File: src/rtl/sysmem_arbiter.sv
// Two-port round-robin arbiter and sequencer for a 4-lane byte-wide BRAM system memory.
// Each access runs IDLE -> ISSUE -> WAIT and returns registered read data with a one-cycle ready pulse.
module sysmem_arbiter #(
  parameter int          ADDR_W   = 10,
  parameter logic [31:0] OOR_DATA = 32'h0000_0000
) (
  input  logic              clka,
  input  logic              rsta,
  input  logic              cpu_valid,
  output logic              cpu_ready,
  input  logic [31:0]       cpu_addr,
  input  logic [31:0]       cpu_wdata,
  input  logic [3:0]        cpu_wstrb,
  output logic [31:0]       cpu_rdata,
  input  logic              host_valid,
  output logic              host_ready,
  input  logic [31:0]       host_addr,
  input  logic [31:0]       host_wdata,
  input  logic [3:0]        host_wstrb,
  output logic [31:0]       host_rdata,
  output logic [ADDR_W-1:0] bram_addr,
  output logic              bram_ce,
  output logic [3:0]        bram_we,
  output logic [31:0]       bram_di,
  input  logic [31:0]       bram_do,
  output logic              bus_err,
  output logic              grant_id
);

  // Handshake: a requester raises valid and holds addr/wdata/wstrb stable until
  // it sees a one-cycle ready; a port whose ready is high this cycle is not eligible.
  typedef enum logic [1:0] {IDLE, ISSUE, WAIT} state_t;

  state_t state, state_nxt;

  logic              cpu_elig, host_elig, any_req, pick;
  logic [31:0]       sel_addr, sel_wdata, resp_data;
  logic [3:0]        sel_wstrb;
  logic              sel_oor;
  logic              rr_last, oor_q, rd_q;

  logic [ADDR_W-1:0] addr_d;
  logic              ce_d, cpu_ready_d, host_ready_d, bus_err_d, grant_d;
  logic              rr_d, oor_d, rd_d;
  logic [3:0]        we_d;
  logic [31:0]       di_d, cpu_rdata_d, host_rdata_d;

  always_comb begin
    cpu_elig  = cpu_valid && !cpu_ready;
    host_elig = host_valid && !host_ready;
    any_req   = cpu_elig || host_elig;
    // On a tie the port that did not win last time gets the grant.
    pick      = (cpu_elig && host_elig) ? ~rr_last : host_elig;
    sel_addr  = pick ? host_addr  : cpu_addr;
    sel_wdata = pick ? host_wdata : cpu_wdata;
    sel_wstrb = pick ? host_wstrb : cpu_wstrb;
    sel_oor   = (sel_addr >> (ADDR_W + 2)) != 32'd0;
    resp_data = oor_q ? OOR_DATA : bram_do;
  end

  always_ff @(posedge clka or posedge rsta) begin
    if (rsta) state <= IDLE;
    else      state <= state_nxt;
  end

  always_comb begin
    state_nxt = state;
    case (state)
      IDLE:    if (any_req) state_nxt = ISSUE;
      ISSUE:   state_nxt = WAIT;
      WAIT:    state_nxt = IDLE;
      default: state_nxt = IDLE;
    endcase
  end

  always_comb begin
    addr_d       = bram_addr;
    ce_d         = 1'b0;
    we_d         = 4'b0000;
    di_d         = bram_di;
    cpu_ready_d  = 1'b0;
    host_ready_d = 1'b0;
    cpu_rdata_d  = cpu_rdata;
    host_rdata_d = host_rdata;
    bus_err_d    = 1'b0;
    grant_d      = grant_id;
    rr_d         = rr_last;
    oor_d        = oor_q;
    rd_d         = rd_q;
    case (state)
      IDLE: begin
        if (any_req) begin
          addr_d  = sel_addr[ADDR_W+1:2];
          di_d    = sel_wdata;
          ce_d    = !sel_oor;
          we_d    = sel_oor ? 4'b0000 : sel_wstrb;
          grant_d = pick;
          rr_d    = pick;
          oor_d   = sel_oor;
          rd_d    = (sel_wstrb == 4'b0000);
        end
      end
      WAIT: begin
        bus_err_d = oor_q;
        if (grant_id) begin
          host_ready_d = 1'b1;
          if (rd_q) host_rdata_d = resp_data;
        end else begin
          cpu_ready_d = 1'b1;
          if (rd_q) cpu_rdata_d = resp_data;
        end
      end
      default: ;
    endcase
  end

  always_ff @(posedge clka or posedge rsta) begin
    if (rsta) begin
      bram_addr  <= '0;
      bram_ce    <= 1'b0;
      bram_we    <= 4'b0000;
      bram_di    <= 32'd0;
      cpu_ready  <= 1'b0;
      host_ready <= 1'b0;
      cpu_rdata  <= 32'd0;
      host_rdata <= 32'd0;
      bus_err    <= 1'b0;
      grant_id   <= 1'b0;
      rr_last    <= 1'b1;
      oor_q      <= 1'b0;
      rd_q       <= 1'b0;
    end else begin
      bram_addr  <= addr_d;
      bram_ce    <= ce_d;
      bram_we    <= we_d;
      bram_di    <= di_d;
      cpu_ready  <= cpu_ready_d;
      host_ready <= host_ready_d;
      cpu_rdata  <= cpu_rdata_d;
      host_rdata <= host_rdata_d;
      bus_err    <= bus_err_d;
      grant_id   <= grant_d;
      rr_last    <= rr_d;
      oor_q      <= oor_d;
      rd_q       <= rd_d;
    end
  end

endmodule

File: config.mk
export PLATFORM = sky130hd
export DESIGN_NAME = sysmem_arbiter
export DESIGN_NICKNAME = d
export VERILOG_FILES = /design/src/rtl/sysmem_arbiter.sv
export SDC_FILE = /design/constraint.sdc
export NUM_CORES = 1
export LEC_CHECK = 0
export CORE_ASPECT_RATIO = 1.4
export CORE_MARGIN = 5
export CORE_UTILIZATION = 24
export DETAILED_ROUTE_END_ITERATION = 12
export SLEW_MARGIN = 20
export SYNTH_ARGS = -nofsm -noshare
export SYNTH_HDL_FRONTEND = slang
export SYNTH_SLANG_ARGS = --single-unit
File: constraint.sdc
create_clock -name clka -period 4.5 [get_ports clka]
set_input_delay 0.45 -clock clka [delete_from_list [all_inputs] [get_ports clka]]
set_output_delay 0.45 -clock clka [all_outputs]
set_load 0.01 [all_outputs]
Word level (Yosys, flattened, before mapping)
Index checks and enable logic that the tools add are counted.
- input port bits: 172
- memories kept: 0
- word-level logic and storage cells: 49
- bits in read-only memories: 0
- output and inout bits: 115
- bits in registers: 120
- latch bits: 0
- bits in writable memories: 0
- divide/modulo/power cells: 0
- reduce and logical (&&, ||, !) cells: 13
- multiplexer cells: 17
- shifts and indexed selects: 0
- $lt $le $gt $ge: 0
- multiply operators: 0
- equal/unequal tests: 3
- add/sub/neg operators: 0
- bitwise gates (word level): 2
- operators by type and width (cell ; number):
    32-bit 2-to-1 mux ; 3
    32-bit nonzero test ; 1
    4-bit 2-to-1 mux ; 4
    1-bit 2-to-1 mux ; 8
    3-bit AND reduction ; 2
    4-bit zero test ; 1
    2-bit case mux with 2 select lines ; 1
    1-bit logical AND ; 3
    1-bit zero test ; 3
    2-bit by 1-bit == test with 1-bit output (second input constant) ; 1
    2-bit == test (second input constant) ; 1
    2-bit zero test ; 1
    2-bit 2-to-1 mux ; 1
    2-bit != test (second input constant) ; 1
    1-bit NOT ; 2
    2-bit AND reduction ; 1
    1-bit logical OR ; 1

Depth between registers and ports, before layout
Gate-level depths: netlist of run 1.
- depth after elaboration: 9
- gate-level depth with buffers: 6
- depth with buffers taken out: 4

Worst setup path after synthesis of run 1
Ideal clock, no wire load.
- path kind: input to register
- from: input cpu_addr[13]
- to: register oor_q
- stages on the path: 4
- buffers on the path: 0
- path slack: 2.829 ns
- data arrival time: 1.546 ns
- library setup time: 0.125 ns
- cells stage by stage: or4_4 -> a211oi_2 -> a2bb2oi_2 -> mux2_4
- word-level cells in the longest chain between the ends: 2
- ends and longest elaborated chain (what ; line ; text):
    from (decl) ; 11 ; input logic [31:0] cpu_addr,
    32-bit 2-to-1 mux ; 54 ; sel_addr = pick ? host_addr : cpu_addr;
    32-bit nonzero test ; 57 ; sel_oor = (sel_addr >> (ADDR_W + 2)) != 32'd0;
    to (signal assigned) ; 144 ; oor_q <= oor_d;
    to (decl) ; 40 ; logic rr_last, oor_q, rd_q;
Every way passes these cells.
A chain may end at the register's enable or synchronous reset.

Worst setup path in the final report of run 1
- from: input host_valid
- to: register bram_di[11]
- word-level cells in the longest chain between the ends: 4
- elaborated cells on any way between the ends: 6
- classes of those cells: mux (2); reduce/logical (4)
- ends and longest elaborated chain (what ; line ; text):
    from (decl) ; 15 ; input logic host_valid,
    1-bit logical AND * ; 50 ; host_elig = host_valid && !host_ready;
    1-bit logical AND ; 53 ; pick = (cpu_elig && host_elig) ? ~rr_last : host_elig;
    1-bit 2-to-1 mux ; 53 ;
    32-bit 2-to-1 mux ; 55 ; sel_wdata = pick ? host_wdata : cpu_wdata;
    to (signal assigned) ; 136 ; bram_di <= di_d;
    to (decl) ; 24 ; output logic [31:0] bram_di,
Mark *: on every way between the ends. The rest lies on a longest branch, timed or not.

==> metrics.md, run 1 <==
| Metric | Value |
|---|---|
| Crit Reg-Reg Startpoint | host_ready |
| I/O pin count | 287 |
| Hold Path End | state[1] |
| Wire per inst | 16.0 um |
| Worst Setup End Kind | flip-flop |
| Setup WS pre-CTS | 1.58 ns |
| Area of the multi-input gates | approximately 0.0019 mm^2 |
| Die ar. | 0.0239 mm^2 |
| ANT cells | 0 |
| WP data required | between 4 and 5 ns |
| Htree depth | 4 |
| Initial Util | 24.4% |
| Iteration-0 DRC Markers | ~130 |
| DR vias/cell | 4.25 |
| Max Root-Sink Buffers | 2 |
| Post-Synthesis Cells | 485 |
| Post-CTS resize count | 0 |
| Gpl congestion | 0.751 |
| Critical Path Fanout Max | 29 |
| Crit Reg-Reg Endpoint | bram_di[11] |
| Tmin final | 2.48 ns |
| Seq/Total Area, Yosys | approximately 60% |
| Final Hold Viols | 0 |
| Area contributors post-synth | dfrtp_1 (59%), o21ai_0 (11%), mux2i_1 (9.4%) |
| Vias in the first global route | 4670 |
| Core Region | around 0.02 mm^2 |
| Post-synth EDFFs | 0 |
| Share of post-route cells with drive strength above 1 | 5.69% |
| Most frequent cells in the layout | clkdlybuf4s50_1 (282), dfrtp_1 (119), nand2_1 (109), o21ai_0 (109), mux2i_1 (47) |
| Post-synth ARST share | 100% |
| Largest net degree at the start of global routing | 68 |
| Family with the most delay on the worst path | simple AND/OR/NAND/NOR gates |
| Vias | 4377 |
| Worst path max stage delay | roughly 0.55 ns |
| Chip width | 132 um |
| CTS Hold Buffers Added | 0 |
| Syn nets | 657 |
| Startpoint Class | input port |
| Arrival @ worst endpoint | 2.74 ns |
| Slowest-stage cell, CP | nand2_2 |
| Fin crit share | ~55% |
| Num CTS Buffers | 17 |
| Area grow syn2layout | 73.4% |
| Commonest non-fill, non-tap cell in the layout | clkdlybuf4s50_1 |
| Crit path kind | input port to flip-flop |
| Detailed placer's ending HPWL | ~12000 um |
| RSZ-0062 raised after global routing | false |
| Worst Hold Class | flip-flop to flip-flop |
| Ys flop type | dfrtp_1 |
| Number of I/O port buffers | between 200 and 300 |
| Mapped cell area | 0.00501 mm^2 |
| Status | complete, no violations |
| Fin nets | 933 |
| Yosys warnings | 0 |
| TritonCTS clock tree | done |
| CP Buf/Inv Count | 2 |
| Slew Viols, Final | 0 |
| Depth of the worst register-to-register path | 5 |
| Detailed Routing Iterations Pass 1 | 4 |
| Slew margin rel. | 43.8% |
| Clk_lat worst skew | roughly 0.40 ns |
| Setup tns final | 0 ns |
| # fillers | 2003 |
| Hold Startpoint | state[1] |
| Initial antenna violation count | 0 |
| First-pass GRT wire length | 25900 um |
| Clk sinks | 120 |
| Worst Skew | 0.00848 ns |
| Root buffer cell | clkbuf_16 |
| Seq cells post-synth | 120 |
| Cell Pwr Density | 586 mW/mm^2 |
| Area share of the largest cell type after synthesis | 59.5% |
| Leak | about 3.8 nW |
| Final Worst Setup Slack | 2.02 ns |
| DRT antenna net count | 0 |
| Cell Rows | 62 |
| Count of final setup violators | 0 |
| R2R setup slack | about 2.2 ns |
| CTS clock-pin slew for the worst setup and hold paths | 0.06 ns |
| Post-CTS setup buffer count | 0 |
| Die H | roughly 180 um |
| DRC Markers | 0 |
| Yosys cell types | 26 |
| Total GRT Usage | a little over an eighth |
| GRT overflow | 0 |
| Critical-path cell list | clkdlybuf4s50_1, nor2b_1, nand2_2, buf_4, mux2i_1, o21ai_0 |
| Max cap viols | 0 |
| Tot Pwr | 0.00509 W |
| Synth Area per Inst | 10.3 um^2 |
| Slew @ Worst Pin | between 0.8 and 0.9 ns |
| Worst Hold Path Cells | 1 |
| Final WL | 16500 um |
| FMAX | 403 MHz |
| Max VDD drop | 0.237 mV |
| Sequential cell area | 0.00300 mm^2 |
| Leading area contributor after synthesis | dfrtp_1 |
Yosys cell counts (2+ instances only):
| cell type | number |
|---|---|
| buf_4 | 2 |
| inv_1 | 2 |
| nor4_1 | 10 |
| and2_1 | 2 |
| buf_2 | 9 |
| nand2_1 | 111 |
| dfrtp_1 | 119 |
| clkbuf_1 | 19 |
| nor3_1 | 4 |
| mux2i_1 | 47 |
| nor2b_1 | 4 |
| nand2b_1 | 32 |
| o21ai_0 | 109 |
| nor2_1 | 2 |
| nand3_1 | 2 |
cell type report:
class / instances / area share [%]
sequential: 120 / 34.6
timing repair buffer: 287 / 33.1
multi-input combinational: 333 / 21.8
clock buffer: 23 / 5.62
tap: 256 / 3.69
clock inverter: 8 / 1.10
inverter: 2 / 0.115
flip-flops by register name, indices dropped and copies added (netlist names):
signal,flops
host_rdata,32
bram_di,32
bram_we,4
bram_ce,1
cpu_ready,1
host_ready,1
rr_last,1
cpu_rdata,32
bus_err,1
oor_q,1
grant_id,1
rd_q,1
bram_addr,10
state,2
power by group:
group          internal (W)  total, W  leakage, nW  switching, W
sequential          0.00153   0.00175         1.34      0.000227
combinational       0.00109   0.00199         2.17      0.000900
clock              0.000868   0.00135        0.285      0.000482
how the worst max path moves through the flow:
stage | from | to | slack [ns] | depth (start not counted)
floorplan | rsta | bram_addr[0] | 0.87 | 1
global placement | host_valid | bram_di[31] | 1.62 | 6
detailed placement | host_valid | bram_di[6] | 1.58 | 6
CTS | host_valid | bram_di[7] | 2.01 | 6
global route | host_valid | bram_di[7] | 1.80 | 6
finish | host_valid | bram_di[11] | 2.02 | 6
cells by family (layout without fill, tap and decap cells):
family          count (synthesis)  after routing  share of synthesized area (%)
simple gates                  173            173                           16.0
mux                            48             48                           9.70
compound gates                112            112                           11.5
flops                         120            120                           60.0
buf+inv                        32            320                           2.77
layer usage:
| layer | wire length [um] | part of all wire (%) | track usage (%) |
|---|---|---|---|
| met1 | 6260 | 38 | 14.8 |
| met2 | 8490 | 52 | 24.7 |
| met3 | 1500 | 9.1 | 5.48 |
| met4 | 221 | 1.3 | 4.08 |
| met5 | 0 | 0 | 0 |
metrics by stage:
stage	hold slack (ns)	utilization [%]	cells	cell area [um^2]
6_report	0.462	42.2	1029	8680
5_1_grt	0.497	42.2	1029	8680
4_1_cts	0.459	42.2	1029	8680
3_5_place_dp	0.451	39.4	998	8090
3_3_place_gp	0.444	39.4	998	8090
2_1_floorplan	0.431	-	485	5010
worst reg2reg max path: stages (launching register included):
cell	delay (ns)
dfrtp_1	0.37
nor2b_1	0.48
nand2_2	0.55
buf_4	0.47
mux2i_1	0.23
o21ai_0	0.09
No activity file was read; power rests on OpenSTA's default activity.
==> inputs of run 2 (changes only) <==
==> constraint.sdc (replaced) <==
create_clock -name clka -period 2.04 [get_ports clka]
set_input_delay 0.204 -clock clka [delete_from_list [all_inputs] [get_ports clka]]
set_output_delay 0.204 -clock clka [all_outputs]
set_load 0.01 [all_outputs]
==> run 2 against run 1 <==
  * Clock skew rose by 0.0029 ns
  * Clock power rose by 120%
  * Largest cell class unchanged
  * Setup slack got worse by 1.6 ns
  * Die area did not move
  * Hold slack got worse by 0.21 ns
==> metrics.md, run 2 (same netlist as run 1, synthesis figures left out) <==
| Metric | Value |
|---|---|
| Fin nets | 938 (was 933) |
| Clk sinks | 120 (unchanged) |
| Die ar. | 0.0239 mm^2 (unchanged) |
| DRT antenna net count | 0 (unchanged) |
| Worst Hold Class | input port to async pin (was flip-flop to flip-flop) |
| Cells after DPL | 1003 (was 998) |
| RSZ-0062 raised after global routing | false (unchanged) |
| Total GRT Usage | 13.5% (was 13.7%) |
| Max cap viols | 0 (unchanged) |
| Post-CTS resize count | 0 (unchanged) |
| Max Root-Sink Buffers | 2 (unchanged) |
| Worst Skew | 0.0113 ns (was 0.00848 ns) |
| Die H | 181 um (unchanged) |
| Family with the most delay on the worst path | buffers and inverters (was simple AND/OR/NAND/NOR gates) |
| WP data required | 1.84 ns (was 4.76 ns) |
| TritonCTS clock tree | done (unchanged) |
| Vias in the first global route | 4666 (was 4670) |
| Critical-path cell list | clkdlybuf4s50_1 (was clkdlybuf4s50_1, nor2b_1, nand2_2, buf_4, mux2i_1, o21ai_0) |
| Detailed placer's ending HPWL | 12500 um (was 12400 um) |
| Cell Pwr Density | 1290 mW/mm^2 (was 586 mW/mm^2) |
| ANT cells | 0 (unchanged) |
| Tmin final | 1.63 ns |
| CP Buf/Inv Count | 1 (was 2) |
| Commonest non-fill, non-tap cell in the layout | clkdlybuf4s50_1 (unchanged) |
| Share of post-route cells with drive strength above 1 | 6.68% (was 5.69%) |
| Initial antenna violation count | 0 (unchanged) |
| I/O pin count | 287 (unchanged) |
| Max VDD drop | 0.499 mV (was 0.237 mV) |
| DRC Markers | 0 (unchanged) |
| Final WL | 16200 um (was 16500 um) |
| Startpoint Class | flip-flop (was input port) |
| Slowest-stage cell, CP | clkdlybuf4s50_1 (was nand2_2) |
| Cell Rows | 62 (unchanged) |
| DR vias/cell | 4.25 (about the same) |
| Critical Path Fanout Max | 5 (was 29) |
| Slew margin rel. | 72.5% (was 43.8%) |
| CTS clock-pin slew for the worst setup and hold paths | 0.05 ns (was 0.06 ns) |
| CTS Hold Buffers Added | 0 (unchanged) |
| GRT overflow | 0 (unchanged) |
| FMAX | 614 MHz |
| Slew @ Worst Pin | 0.408 ns (was 0.840 ns) |
| Arrival @ worst endpoint | 1.43 ns (was 2.74 ns) |
| Clk_lat worst skew | 0.41 ns (was 0.40 ns) |
| Setup tns final | 0 ns (unchanged) |
| Leak | 3.84 nW (was 3.80 nW) |
| Vias | 4397 (was 4377) |
| Most frequent cells in the layout | clkdlybuf4s50_1 (282), dfrtp_1 (119), nand2_1 (109), o21ai_0 (109), mux2i_1 (47) (unchanged) |
| Htree depth | 4 (unchanged) |
| Chip width | 132 um (unchanged) |
| Slew Viols, Final | 0 (unchanged) |
| Post-CTS setup buffer count | 0 (unchanged) |
| Count of final setup violators | 0 (unchanged) |
| First-pass GRT wire length | 25700 um (was 25900 um) |
| Gpl congestion | 0.780 (was 0.751) |
| # fillers | 2034 (was 2003) |
| Core Region | 0.0206 mm^2 (unchanged) |
| Status | complete, no violations (unchanged) |
| Num CTS Buffers | 17 (unchanged) |
| Initial Util | 24.4% (unchanged) |
| Fin crit share | 79.9% |
| Number of I/O port buffers | 282 (unchanged) |
| Wire per inst | 15.7 um (was 16.0 um) |
| Detailed Routing Iterations Pass 1 | 3 (was 4) |
| Worst path max stage delay | 0.60 ns (was 0.55 ns) |
| Largest net degree at the start of global routing | 67 (was 68) |
| Final Hold Viols | 0 (unchanged) |
| Non-filler instance count after layout | 1035 (was 1029) |
| Area grow syn2layout | 75.7% (was 73.4%) |
| Iteration-0 DRC Markers | 57 (was 129) |
| Largest regs | bram_di x32, cpu_rdata x32, host_rdata x32 (unchanged) |
| Worst Setup End Kind | output pin (was flip-flop) |
| Crit path kind | flip-flop to output pin (was input port to flip-flop) |
| Root buffer cell | clkbuf_16 (unchanged) |
run 2: per-layer routing:
| layer | routed length, um | GRT usage [%] | share of wire, % |
|---|---|---|---|
| met4 | 296 | 4.32 | 1.8 |
| met5 | 0 | 0 | 0 |
| met1 | 6300 | 14.9 | 39 |
| met2 | 8120 | 23.6 | 50 |
| met3 | 1490 | 5.51 | 9.2 |
run 2: worst paths after layout:
kind	startpoint	endpoint	slack (ns)	cells past startpoint
setup / recovery	grant_id	grant_id	0.41	1
hold / removal	rsta	host_rdata[20]	0.25	3
setup reg to reg	rr_last	bram_di[28]	0.41	5
hold reg to reg	state[1]	state[1]	0.46	1
max in group asynchronous	rsta	rr_last	1.42	3
min in group clka	bram_do[11]	host_rdata[11]	0.39	3
run 2: power breakdown:
group / internal, W / switching (W)
registers: 0.00336 / 0.000505
logic: 0.00247 / 0.00199
clock network: 0.00192 / 0.00108
total: 0.00776 / 0.00357
run 2: final cells by class:
| type | instances | area, um^2 | share of cell area [%] |
|---|---|---|---|
| clock buffers | 21 | 480 | 5.46 |
| inverters | 2 | 11.3 | 0.128 |
| multi-input cells | 333 | 1890 | 21.4 |
| well taps | 256 | 320 | 3.64 |
| clock inverters | 11 | 121 | 1.38 |
| flip-flops and latches | 120 | 3000 | 34.2 |
| repair buffers | 292 | 2970 | 33.8 |
run 2: through the flow:
stage	utilization (%)	hold WS [ns]	setup WS, ns	cell area (um^2)	total power [W]
6_report	42.8	0.252	0.410	8800	0.0113
5_1_grt	42.8	0.289	0.322	8800	0.0121
4_1_cts	42.8	0.261	0.340	8800	0.0116
3_5_place_dp	39.9	0.456	0.0505	8190	0.00849
3_3_place_gp	39.9	0.447	0.0658	8190	0.00842
2_1_floorplan	-	0.370	0.367	5010	0.00570
==> inputs of run 3 (changes only) <==
==> constraint.sdc (replaced) <==
create_clock -name clka -period 1.4 [get_ports clka]
set_input_delay 0.14 -clock clka [delete_from_list [all_inputs] [get_ports clka]]
set_output_delay 0.14 -clock clka [all_outputs]
set_load 0.01 [all_outputs]
==> run 3 against run 2 <==
  * The flow now finishes with violations (setup timing)
  * Clock skew down 0.0015 ns
  * Highest routed layer unchanged
  * First-iteration DRC count up 150%
  * Non-clock buffer count up 21
  * Combinational power up 40%
  * Hold slack worse by 0.063 ns
  * Utilization up 1.3 points
  * Count of clock-buffer cells in the layout down 4
==> metrics.md, run 3 (same netlist as run 1, synthesis figures left out) <==
| Metric | Value |
|---|---|
| Crit path kind | flip-flop to flip-flop (was flip-flop to output pin) |
| DRC Markers | 0 (unchanged) |
| Startpoint Class | flip-flop (unchanged) |
| Status | finished with violations (was complete, no violations) |
| GRT overflow | 0 (unchanged) |
| Cell Pwr Density | 1810 mW/mm^2 (was 1290 mW/mm^2) |
| Clk sinks | 120 (unchanged) |
| Final Hold Viols | 0 (unchanged) |
| Most frequent cells in the layout | clkdlybuf4s50_1 (167), dfrtp_1 (119), dlygate4sd2_1 (112), nand2_1 (109), o21ai_0 (82) (was clkdlybuf4s50_1 (282), dfrtp_1 (119), nand2_1 (109), o21ai_0 (109), mux2i_1 (47)) |
| Final WL | 16500 um (was 16200 um) |
| Leak | 4.09 nW (was 3.84 nW) |
| Wire per inst | 15.6 um (was 15.7 um) |
| Vias in the first global route | 4669 (was 4666) |
| Critical Path Fanout Max | 2 (was 5) |
| Area grow syn2layout | 81.0% (was 75.7%) |
| Root buffer cell | clkbuf_16 (unchanged) |
| Failing checks | setup timing |
| Clk_lat worst skew | 0.40 ns (was 0.41 ns) |
| Total GRT Usage | 13.4% (was 13.5%) |
| Fin crit share | 112% |
| Max cap viols | 0 (unchanged) |
| Worst Hold Class | input port to async pin (unchanged) |
| Slew margin rel. | 64.2% (was 72.5%) |
| Die H | 181 um (unchanged) |
| FMAX | 636 MHz |
| Max Root-Sink Buffers | 2 (unchanged) |
| Fin Hold WS | 0.189 ns (was 0.252 ns) |
| Chip width | 132 um (unchanged) |
| Critical-path cell list | nand3b_1, buf_6, a211oi_4, a2bb2oi_4, mux2_4 (was clkdlybuf4s50_1) |
| Core Region | 0.0206 mm^2 (unchanged) |
| CTS Hold Buffers Added | 0 (unchanged) |
| Number of I/O port buffers | 282 (unchanged) |
| DR vias/cell | 4.26 (was 4.25) |
| Initial antenna violation count | 0 (unchanged) |
| Depth of the worst register-to-register path | 5 (unchanged) |
| Cell Rows | 62 (unchanged) |
| Fin nets | 959 (was 938) |
| Slew Viols, Final | 0 (unchanged) |
| Num CTS Buffers | 17 (unchanged) |
| CTS clock-pin slew for the worst setup and hold paths | 0.06 ns (was 0.05 ns) |
| Share of post-route cells with drive strength above 1 | 11.4% (was 6.68%) |
| Iteration-0 DRC Markers | 142 (was 57) |
| Gpl congestion | 0.720 (was 0.780) |
| DRT antenna net count | 0 (unchanged) |
| Arrival @ worst endpoint | 1.86 ns (was 1.43 ns) |
| Max VDD drop | 0.723 mV (was 0.499 mV) |
| First-pass GRT wire length | 25400 um (was 25700 um) |
| Largest regs | bram_di x32, cpu_rdata x32, host_rdata x32 (unchanged) |
| Setup tns final | -4.39 ns (was 0 ns) |
| TritonCTS clock tree | done (unchanged) |
| Initial Util | 24.4% (unchanged) |
| Vias | 4494 (was 4397) |
| Worst path max stage delay | 0.53 ns (was 0.60 ns) |
| Final Worst Setup Slack | -0.173 ns (was 0.410 ns) |
| Commonest non-fill, non-tap cell in the layout | clkdlybuf4s50_1 (unchanged) |
| Count of final setup violators | 49 (was 0) |
| Largest net degree at the start of global routing | 65 (was 67) |
| Worst Skew | 0.00983 ns (was 0.0113 ns) |
| Htree depth | 4 (unchanged) |
| Slowest-stage cell, CP | dfstp_2 (was clkdlybuf4s50_1) |
| Die ar. | 0.0239 mm^2 (unchanged) |
| Worst Setup End Kind | flip-flop (was output pin) |
| I/O pin count | 287 (unchanged) |
| ANT cells | 0 (unchanged) |
| Tmin final | 1.57 ns |
| Detailed placer's ending HPWL | 12400 um (was 12500 um) |
| Detailed Routing Iterations Pass 1 | 4 (was 3) |
| WP data required | 1.68 ns (was 1.84 ns) |
| Slew @ Worst Pin | 0.532 ns (was 0.408 ns) |
| RSZ-0062 raised after global routing | true (was false) |
==> run 3: cell types whose count changed in the layout (fill, tap and decap cells not counted), sizes merged, moves of 2 or more <==
cell and change:
bufinv +2, dlygate4sd2 +112, clkdlybuf4s50 -115, buf +21, clkbuf -2, inv +2
==> run 3: final timing paths <==
check | from | endpoint | slack (ns)
worst max-delay path | rr_last | oor_q | -0.17
worst max register to register | rr_last | oor_q | -0.17
max in group asynchronous | rsta | rr_last | 0.88
worst min register to register | grant_id | cpu_ready | 0.46
min in group clka | bram_do[29] | host_rdata[29] | 0.33
worst min-delay path | rsta | cpu_rdata[31] | 0.19
==> run 3: final cells by class <==
class                           count  area [um^2]
Multi-Input combinational cell    333         2020
Sequential cell                   120         3000
Tap cell                          256          320
Fill cell                        2012        11500
Inverter                            2         11.3
Clock inverter                     15          201
Clock buffer                       17          425
Timing Repair Buffer              313         3080
==> run 3: routing by layer <==
layer | wire (um) | vias up | GRT usage (%)
li1 | - | 2255 | -
met1 | 6150 | 2031 | 14.4
met2 | 8630 | 197 | 24.3
met3 | 1470 | 11 | 4.87
met4 | 206 | 0 | 4.08
met5 | 0 | - | 0
==> run 3: power breakdown <==
part / total (W) / switching (W) / internal, W / leakage [nW]
logic: 0.00626 / 0.00313 / 0.00313 / 2.45
clock network: 0.00461 / 0.00162 / 0.00299 / 0.300
registers: 0.00558 / 0.000678 / 0.00490 / 1.34
total: 0.0164 / 0.00543 / 0.0110 / 4.09
==> run 3: critical path, delay by kind of cell (launching register included) <==
| family | cells | cell delay (ns) |
|---|---|---|
| AOI/OAI and AO/OA | 2 | 0.37 |
| buffers and inverters | 1 | 0.16 |
| muxes | 1 | 0.26 |
| DFF | 1 | 0.53 |
| and+or+nand+nor | 1 | 0.13 |
==> run 3: repair_timing <==
action	CTS	global route
gates resized for setup	151	17
cloned	0	1
setup buffers	3	4
setup endpoints to repair	161	102
pin swaps	2	6
==> run 3: metrics by stage <==
step / instance area (um^2) / total power, W / instances / utilization, % / setup WS, ns
floorplan: 5030 / 0.00835 / 485 / - / -0.209
global placement: 8360 / 0.0125 / 1016 / 40.7 / -0.477
detailed placement: 8360 / 0.0126 / 1016 / 40.7 / -0.493
CTS: 8930 / 0.0165 / 1051 / 43.5 / -0.166
global route: 9060 / 0.0176 / 1056 / 44.1 / -0.242
finish: 9060 / 0.0164 / 1056 / 44.1 / -0.173
